[src/rtl/mul_arbiter.sv]
// Round-robin arbiter sharing one sequential multiplier between N_REQ requesters.
// Latches the winner's operands, runs one start/busy handshake and acks the product, with a watchdog.
module mul_arbiter #(
  parameter int N_REQ   = 4,
  parameter int W       = 8,
  parameter int TIMEOUT = 64
) (
  input  logic               clk_i,
  input  logic               rst_i,
  input  logic [N_REQ-1:0]   req_i,
  input  logic [N_REQ*W-1:0] a_bi,
  input  logic [N_REQ*W-1:0] b_bi,
  output logic [N_REQ-1:0]   ack_o,
  output logic [2*W-1:0]     y_bo,
  output logic               err_o,
  output logic               busy_o,
  output logic [W-1:0]       mul_a_bo,
  output logic [W-1:0]       mul_b_bo,
  output logic               mul_start_o,
  input  logic               mul_busy_i,
  input  logic [2*W-1:0]     mul_y_bi
);

  localparam int GW = (N_REQ > 1) ? $clog2(N_REQ) : 1;
  localparam int CW = $clog2(TIMEOUT + 1);
  localparam logic [GW-1:0] LAST_IDX = GW'(N_REQ - 1);
  // The START cycle counts toward the window, so expiry at TIMEOUT-2 puts the ack TIMEOUT cycles after START.
  localparam logic [CW-1:0] EXPIRE = CW'(TIMEOUT - 2);

  typedef enum logic [2:0] {
    S_IDLE,
    S_START,
    S_WAIT_BUSY,
    S_WAIT_DONE,
    S_RESP
  } state_t;

  state_t           r_state;
  logic [GW-1:0]    r_ptr;
  logic [GW-1:0]    r_grant;
  logic [CW-1:0]    r_cnt;
  logic [N_REQ-1:0] r_ack;
  logic [2*W-1:0]   r_y;
  logic             r_err;
  logic             r_busy;
  logic             r_start;
  logic [W-1:0]     r_a;
  logic [W-1:0]     r_b;

  logic             w_found;
  logic [GW-1:0]    w_grant;
  logic [GW-1:0]    w_cand;
  logic [GW-1:0]    w_ptr_next;
  logic [W-1:0]     w_a;
  logic [W-1:0]     w_b;
  logic [N_REQ-1:0] w_onehot;
  logic             w_expired;

  // Scan from the highest offset down so the request closest to r_ptr is the one left standing.
  always_comb begin
    w_found = 1'b0;
    w_grant = '0;
    w_cand  = '0;
    for (int i = N_REQ - 1; i >= 0; i--) begin
      w_cand = GW'((int'(r_ptr) + i) % N_REQ);
      if (req_i[w_cand]) begin
        w_found = 1'b1;
        w_grant = w_cand;
      end
    end
  end

  always_comb begin
    w_a = '0;
    w_b = '0;
    for (int k = 0; k < N_REQ; k++) begin
      if (w_grant == GW'(k)) begin
        w_a = a_bi[k*W +: W];
        w_b = b_bi[k*W +: W];
      end
    end
  end

  assign w_ptr_next = (w_grant == LAST_IDX) ? '0 : w_grant + 1'b1;
  assign w_onehot   = {{(N_REQ-1){1'b0}}, 1'b1} << r_grant;
  assign w_expired  = (r_cnt == EXPIRE);

  always_ff @(posedge clk_i or negedge rst_i) begin
    if (!rst_i) begin
      r_state <= S_IDLE;
      r_ptr   <= '0;
      r_grant <= '0;
      r_cnt   <= '0;
      r_ack   <= '0;
      r_y     <= '0;
      r_err   <= 1'b0;
      r_busy  <= 1'b0;
      r_start <= 1'b0;
      r_a     <= '0;
      r_b     <= '0;
    end else begin
      r_ack   <= '0;
      r_start <= 1'b0;
      case (r_state)
        S_IDLE: begin
          if (w_found) begin
            r_grant <= w_grant;
            r_ptr   <= w_ptr_next;
            r_a     <= w_a;
            r_b     <= w_b;
            r_start <= 1'b1;
            r_busy  <= 1'b1;
            r_state <= S_START;
          end
        end
        S_START: begin
          r_cnt   <= '0;
          r_state <= S_WAIT_BUSY;
        end
        S_WAIT_BUSY: begin
          r_cnt <= r_cnt + 1'b1;
          if (w_expired) begin
            r_y     <= '0;
            r_err   <= 1'b1;
            r_ack   <= w_onehot;
            r_state <= S_RESP;
          end else if (mul_busy_i) begin
            r_state <= S_WAIT_DONE;
          end
        end
        S_WAIT_DONE: begin
          r_cnt <= r_cnt + 1'b1;
          // The watchdog wins even if busy drops in the same cycle.
          if (w_expired) begin
            r_y     <= '0;
            r_err   <= 1'b1;
            r_ack   <= w_onehot;
            r_state <= S_RESP;
          end else if (!mul_busy_i) begin
            r_y     <= mul_y_bi;
            r_err   <= 1'b0;
            r_ack   <= w_onehot;
            r_state <= S_RESP;
          end
        end
        S_RESP: begin
          r_busy  <= 1'b0;
          r_state <= S_IDLE;
        end
        default: begin
          r_busy  <= 1'b0;
          r_state <= S_IDLE;
        end
      endcase
    end
  end

  assign ack_o       = r_ack;
  assign y_bo        = r_y;
  assign err_o       = r_err;
  assign busy_o      = r_busy;
  assign mul_start_o = r_start;
  assign mul_a_bo    = r_a;
  assign mul_b_bo    = r_b;

endmodule

[config.mk]
export PLATFORM = sky130hd
export DESIGN_NAME = mul_arbiter
export DESIGN_NICKNAME = d
export VERILOG_FILES = /design/src/rtl/mul_arbiter.sv
export SDC_FILE = /design/constraint.sdc
export NUM_CORES = 1
export LEC_CHECK = 0
export ABC_AREA = 1
export BUFFER_PORTS_ARGS = -buffer_cell sky130_fd_sc_hd__buf_4
export CAP_MARGIN = 20
export CORE_UTILIZATION = 49
export CTS_CLUSTER_SIZE = 30
export DETAILED_ROUTE_END_ITERATION = 8
export GPL_TIMING_DRIVEN = 0
export PLACE_DENSITY = 0.82
export SLEW_MARGIN = 10
export SYNTH_ARGS = -nofsm -noshare
export SYNTH_HDL_FRONTEND = slang
export SYNTH_SLANG_ARGS = --single-unit
[constraint.sdc]
create_clock -name clk_i -period 2.5 [get_ports clk_i]
set_input_delay 0.125 -clock clk_i [delete_from_list [all_inputs] [get_ports clk_i]]
set_output_delay 0.125 -clock clk_i [all_outputs]
set_load 0.01 [all_outputs]
==> results of run 1 <==
[logic make-up (layout without fill, tap and decap cells)]
| logic type | Yosys count | after routing |
|---|---|---|
| fa+ha+maj | 6 | 6 |
| mux | 2 | 2 |
| compound gates | 91 | 91 |
| buf+inv | 66 | 200 |
| simple gates | 181 | 181 |
| flops | 53 | 53 |
[power by group through the flow]
| stage | logic, mW | registers [mW] | clock network, mW |
|---|---|---|---|
| 5_1_grt | 4.58 | 1.39 | 0.642 |
| 6_report | 4.13 | 1.35 | 0.593 |
| 4_1_cts | 3.90 | 1.35 | 0.604 |
| 3_3_place_gp | 3.77 | 1.35 | 0 |
| 3_5_place_dp | 3.86 | 1.37 | 0 |
| 2_1_floorplan | 2.80 | 1.42 | 0 |
[worst max-delay path, stage by stage (launching register included)]
cell	delay [ns]
dfrtp_1	0.35
buf_6	0.14
inv_6	0.05
nand2_2	0.06
nand2_1	0.08
nand2_1	0.11
nand3_2	0.09
o21bai_1	0.17
nand2_2	0.13
inv_2	0.10
ha_1	0.14
inv_1	0.07
nor2_4	0.17
buf_6	0.15
nand2_1	0.05
a22oi_1	0.19
o21bai_1	0.11
o21ai_2	0.11
[synthesized netlist by cell type (all sizes together)]
cell type	n	area, um^2
a21o	1	7.510
a21oi	16	80.08
a22oi	16	120.1
a32o	1	10.01
buf	11	122.6
clkbuf	10	37.54
dfrtp	53	1326
ha	6	75.07
inv	45	173.9
mux2i	2	20.02
nand2	114	478.0
nand3	31	160.1
nand3b	1	7.510
nor2	26	110.1
nor3	7	60.06
o21ai	40	279.0
o21bai	17	127.6
or2	2	12.51
[metal layers]
layer  global-route usage [%]  vias to the layer above
met5                        0                        -
li1                         -                     1562
met3                    4.175                       12
met2                    42.70                      120
met1                    26.61                     1399
met4                    7.210                        0
[repair_timing]
action,4_1_cts,5_1_grt
pin swaps,0,2
setup endpoints to repair,10,16
setup buffers,0,3
gates resized for setup,2,21
hold buffers,1,0
endpoints found under the hold margin,53,0
[registers in the layout (all words and copies together), names as in the netlist, 2 cells and up]
register / flops
r_state: 3
mul_b_bo: 8
mul_a_bo: 8
ack_o: 4
r_cnt: 7
r_grant: 2
y_bo: 16
r_ptr: 2
[through the flow]
stage,TNS [ns],util [%],area [um^2],power (mW),hold slack (ns)
2_1_floorplan,0,-,3208,4.216,-0.1706
3_3_place_gp,-0.7616,66.82,4243,5.126,0.1992
3_5_place_dp,-1.315,66.82,4243,5.222,0.1989
4_1_cts,0,68.81,4369,5.857,0.09078
5_1_grt,0,69.81,4433,6.605,0.09773
6_report,0,69.81,4433,6.075,0.1046
[area by class of cell]
class                      count  area (um^2)  area share (%)
clock buffer                   7        86.33           1.948
multi-input combinational    280         1585           35.76
clock inverter                 1        30.03          0.6774
sequential                    53         1326           29.92
buffer                        18        160.2           3.613
timing repair buffer         129        970.9           21.90
tap                           77        96.34           2.173
inverter                      45        177.7           4.008
[final timing paths]
path | start | end | slack, ns | depth (start not counted)
worst max-delay path | r_ptr[0] | mul_a_bo[6] | 0.16 | 17
worst min-delay path | mul_y_bi[15] | y_bo[15] | 0.10 | 3
worst max register to register | r_ptr[0] | mul_a_bo[6] | 0.16 | 17
worst min register to register | mul_b_bo[3] | mul_b_bo[3] | 0.49 | 2
max in group asynchronous | rst_i | y_bo[12] | 1.67 | 2
min in group asynchronous | rst_i | r_cnt[4] | 0.39 | 2
==> reports/results.ini, run 1 <==
[route]
wl_met1_um=3173
routed.top_layer=met4
dr_total_vias=3093
dr_wl_met3_um=452
drt_iter0_drc=104
ant_nets=0
wl_per_cell_um=13.00
dr.pass1.iters=4
met2WireLength_um=4166
drc=0
detail_route.wirelength_um=7933
via_per_inst=5.070

[synthesis]
synth_area_per_cell_um2=8.040
synth.distinct_cells=32
syn_nets=492
synth-simple-area-share_pct=25.82
synth_xor_area_share_pct=0
synthAdderAreaFrac_pct=2.340
synth_warnings=0
synth_mux_area_share_pct=0.6240
synth_compound_area_share_pct=19.46
synth_seq_cells=53
synth_top_family_by_area=simple AND/OR/NAND/NOR gates
syn_inst=399
syn_area_mm2=0.003208
seq_area_frac_synth_pct=41.34

[layout]
layout_common_cells=buf_4, nand2_1, dfrtp_1
final_cells=610
diodes=0
layout_commonest_cell=buf_4
drive_gt1_share_pct=40.15
area_delta_synth_final_pct=38.18
final_nets=625
fill_cells=515

[sta]
maxSlewViolCount=0
fmaxAchievable_mhz=426.9
hold_violations=0
max-slew-margin-rel_pct=56.71
worstMarginPinSlew_ns=0.6494
fin_ws_ns=0.1576
finalSetupViolCount=0
rsz0062_at_grt=no
finalCriticalPeriod_ns=2.342
period_share_pct=93.70
clock_skew_ns=0.004789

[power]
pwr-share-seq_pct=22.2
leakage_nw=2.340
internal_power_mw=3.234
cellPowerDensity_mw_per_mm2=1370
switchingPower_mw=2.841
swShare_pct=46.76
p_comb_share_pct=68.0
power_frac_clock_pct=9.8
ir_drop_v=0.001457

[floorplan]
dieWidth_um=82.92
ioPinCount=126
initial_core_util_pct=50.52
core_mm2=0.006350
row_count=29
die_h_um=82.92
dieArea_mm2=0.006875

[grt]
grt_max_degree=54
overflow=0
grt_pass1_vias=2960
antenna_found_initial=0
track_usage_pct=22.99
grt_pass1_wl_um=13070

[worst_setup_path]
worstPathMaxFanout=10
critPathRequiredTime_ns=2.73
start_kind=register
path_class=reg2reg
worst_ep_arrival_time_ns=2.58
end_kind=register

[place]
place.gp.congestion=0.8227
numPlacedInstances=601
post-place-ws_ns=-0.1533
io_buffers=125
dp_hpwl_um=6167

[cts]
cts_made_buffers=5
cts_root_buf=clkbuf_8
cts_buffer_depth=2
h-tree-depth=2
clk_latency_ns=0.30
cts_tree=done
clkTransAtPathRegs_ns=0.09
cts_sinks=53

[worst_hold_path]
min_path_type=in2reg

[outcome]
outcome=complete, no violations

[job]
max-cap-violations=0

No activity file was read; power rests on OpenSTA's default activity.
==> inputs of run 2 (changes only) <==
--- a/config.mk
+++ b/config.mk
@@ -13,6 +13,7 @@
 export DETAILED_ROUTE_END_ITERATION = 8
 export GPL_TIMING_DRIVEN = 0
 export PLACE_DENSITY = 0.82
+export RECOVER_POWER = 100
 export SLEW_MARGIN = 10
 export SYNTH_ARGS = -nofsm -noshare
 export SYNTH_HDL_FRONTEND = slang
==> constraint.sdc (replaced) <==
create_clock -name clk_i -period 2.25 [get_ports clk_i]
set_input_delay 0.1125 -clock clk_i [delete_from_list [all_inputs] [get_ports clk_i]]
set_output_delay 0.1125 -clock clk_i [all_outputs]
set_load 0.01 [all_outputs]
==> run 2 against run 1 <==
  * The run now ends with setup timing left
  * Maximum frequency increased by 0.95%
  * Die area unchanged
  * Clock power decreased by 8.4%
  * Clock skew decreased by 0.00096 ns
  * Cell count increased by 1.1%
  * Design area increased by 1.8%
  * Wire length increased by 7.0%
  * Flip-flop and latch count unchanged
  * Critical path type unchanged
==> reports/results.ini, run 2 (synthesis gave the netlist of run 1 again) <==
[layout]
fill_cells=492
final_nets=632
largest_register_ffs=16
diodes=0
layout_common_cells=buf_4, nand2_1, dfrtp_1
drive_gt1_share_pct=39.07
postLayoutCellArea_mm2=0.004511
final_cells=617
area_delta_synth_final_pct=40.60
layout_commonest_cell=buf_4

[worst_setup_path]
worstReg2RegStart=r_ptr[0]
worstPathMaxFanout=10
r2r_end=mul_b_bo[0]
worst_ep_arrival_time_ns=2.56
reg2reg_slack_ns=-0.07
cp_top_family=simple AND/OR/NAND/NOR gates
end_kind=register
path_class=reg2reg
crit_top_cell=nand2_1
r2r_cells=14
cp_cell_sequence=buf_6 > nand2_1 > nand3_2 > nand2_2 > nand3_2 > nand2_1 > nand2_1 > nand2_2 > ha_2 > buf_4 > a21oi_1 > a22oi_1 > o21bai_1 > o21ai_2
start_kind=register
cp_slowest_cell=dfrtp_1
slowest_delay_ns=0.42
critPathRequiredTime_ns=2.49
crit_buf_inv=2

[sta]
finalSetupViolCount=15
worstMarginPinSlew_ns=1.264
fin_ws_ns=-0.07045
clock_skew_ns=0.003829
maxSlewViolCount=0
rsz0062_at_grt=yes
hold_violations=0
tns_ns=-0.5613
finalCriticalPeriod_ns=2.320
max-slew-margin-rel_pct=15.75
fmaxAchievable_mhz=431.0
period_share_pct=103.1

[power]
leakage_nw=2.265
power_frac_clock_pct=7.5
internal_power_mw=3.661
switchingPower_mw=3.546
pwr-share-seq_pct=20.9
cellPowerDensity_mw_per_mm2=1598
ir_drop_v=0.001709
p_comb_share_pct=71.6
swShare_pct=49.20

[floorplan]
die_h_um=82.92
initial_core_util_pct=50.52
row_count=29
dieWidth_um=82.92
ioPinCount=126
core_mm2=0.006350
dieArea_mm2=0.006875

[route]
ant_nets=0
via_per_inst=5.190
dr.pass1.iters=4
drc=0
detail_route.wirelength_um=8491
drt_iter0_drc=100
wl_per_cell_um=13.76
dr_total_vias=3202

[grt]
overflow=0
track_usage_pct=23.75
grt_pass1_vias=3036
antenna_found_initial=0
grt_pass1_wl_um=13520
grt_max_degree=54

[cts]
cts_tree=done
clkTransAtPathRegs_ns=0.10
clk_latency_ns=0.31
cts_root_buf=clkbuf_8
cts_buffer_depth=2
cts_made_buffers=5
cts_sinks=53
h-tree-depth=2

[worst_hold_path]
hold_path_depth=3
min_path_type=in2reg
min_from=mul_y_bi[6]
min_to=y_bo[6]

[place]
dp_hpwl_um=6055
numPlacedInstances=601
dpl_cell_area_mm2=0.004245
place.gp.congestion=0.8253
io_buffers=125

[outcome]
violations=setup timing
outcome=finished with violations

[job]
max-cap-violations=0

-- run 2: changes by cell type in the layout (fill, tap and decap cells not counted), sizes merged --
cell,before,now
bufinv,1,0
clkbuf,12,50
inv,44,45
clkinv,0,2
buf,141,108
-- run 2: per-stage QoR --
| step | utilization (%) | hold slack, ns | power, mW | setup WS, ns |
|---|---|---|---|---|
| floorplan | - | -0.1831 | 4.700 | 0.01879 |
| global placement | 66.86 | 0.1876 | 5.706 | -0.2801 |
| detailed placement | 66.86 | 0.1881 | 5.832 | -0.3640 |
| CTS | 69.42 | 0.08289 | 6.654 | 0.01149 |
| global route | 71.03 | 0.07610 | 7.793 | -0.2014 |
| finish | 71.03 | 0.08918 | 7.207 | -0.07045 |
-- run 2: final cells by class --
cell class / instances / area [um^2] / share of cell area, %
buffer: 19 / 187.7 / 4.161
clock buffer: 5 / 68.82 / 1.526
clock inverter: 3 / 21.27 / 0.4716
inverter: 45 / 186.4 / 4.133
multi-input combinational: 280 / 1755 / 38.92
sequential: 53 / 1328 / 29.43
tap: 77 / 96.34 / 2.136
timing repair buffer: 135 / 867.1 / 19.22
-- run 2: worst max-delay path by stage --
stage	slack, ns	cells past startpoint	endpoint	from
2_1_floorplan	0.02	16	mul_a_bo[2]	r_ptr[0]
3_3_place_gp	-0.28	17	mul_a_bo[6]	r_ptr[0]
3_5_place_dp	-0.36	16	mul_a_bo[2]	r_ptr[0]
4_1_cts	0.01	16	mul_a_bo[6]	r_ptr[0]
5_1_grt	-0.20	17	mul_a_bo[5]	r_ptr[0]
6_report	-0.07	14	mul_b_bo[0]	r_ptr[0]
-- run 2: tightest hold or removal path, cell delays in order --
cell	delay [ns]
buf_4	0.11
nand3_1	0.06
o21ai_0	0.08
-- run 2: repair_timing --
action | CTS | global route
setup endpoints to repair | 16 | 16
setup buffers | 1 | 6
hold buffers | 1 | 0
gates resized for setup | 20 | 61
pin swaps | 2 | 16
cloned | 0 | 2
endpoints found under the hold margin | 53 | 0
-- run 2: per-layer routing --
metal	global-route usage, %	vias to the layer above	routed length [um]
met2	43.89	123	4476
li1	-	1580	-
met5	0	-	0
met4	6.897	0	123
met3	4.473	12	502
met1	27.84	1487	3389
-- run 2: power groups by stage --
stage / logic (mW) / clock network, mW / registers [mW]
5_1_grt: 5.64 / 0.605 / 1.55
6_report: 5.16 / 0.543 / 1.51
2_1_floorplan: 3.12 / 0 / 1.58
3_5_place_dp: 4.32 / 0 / 1.51
3_3_place_gp: 4.20 / 0 / 1.50
4_1_cts: 4.60 / 0.557 / 1.49
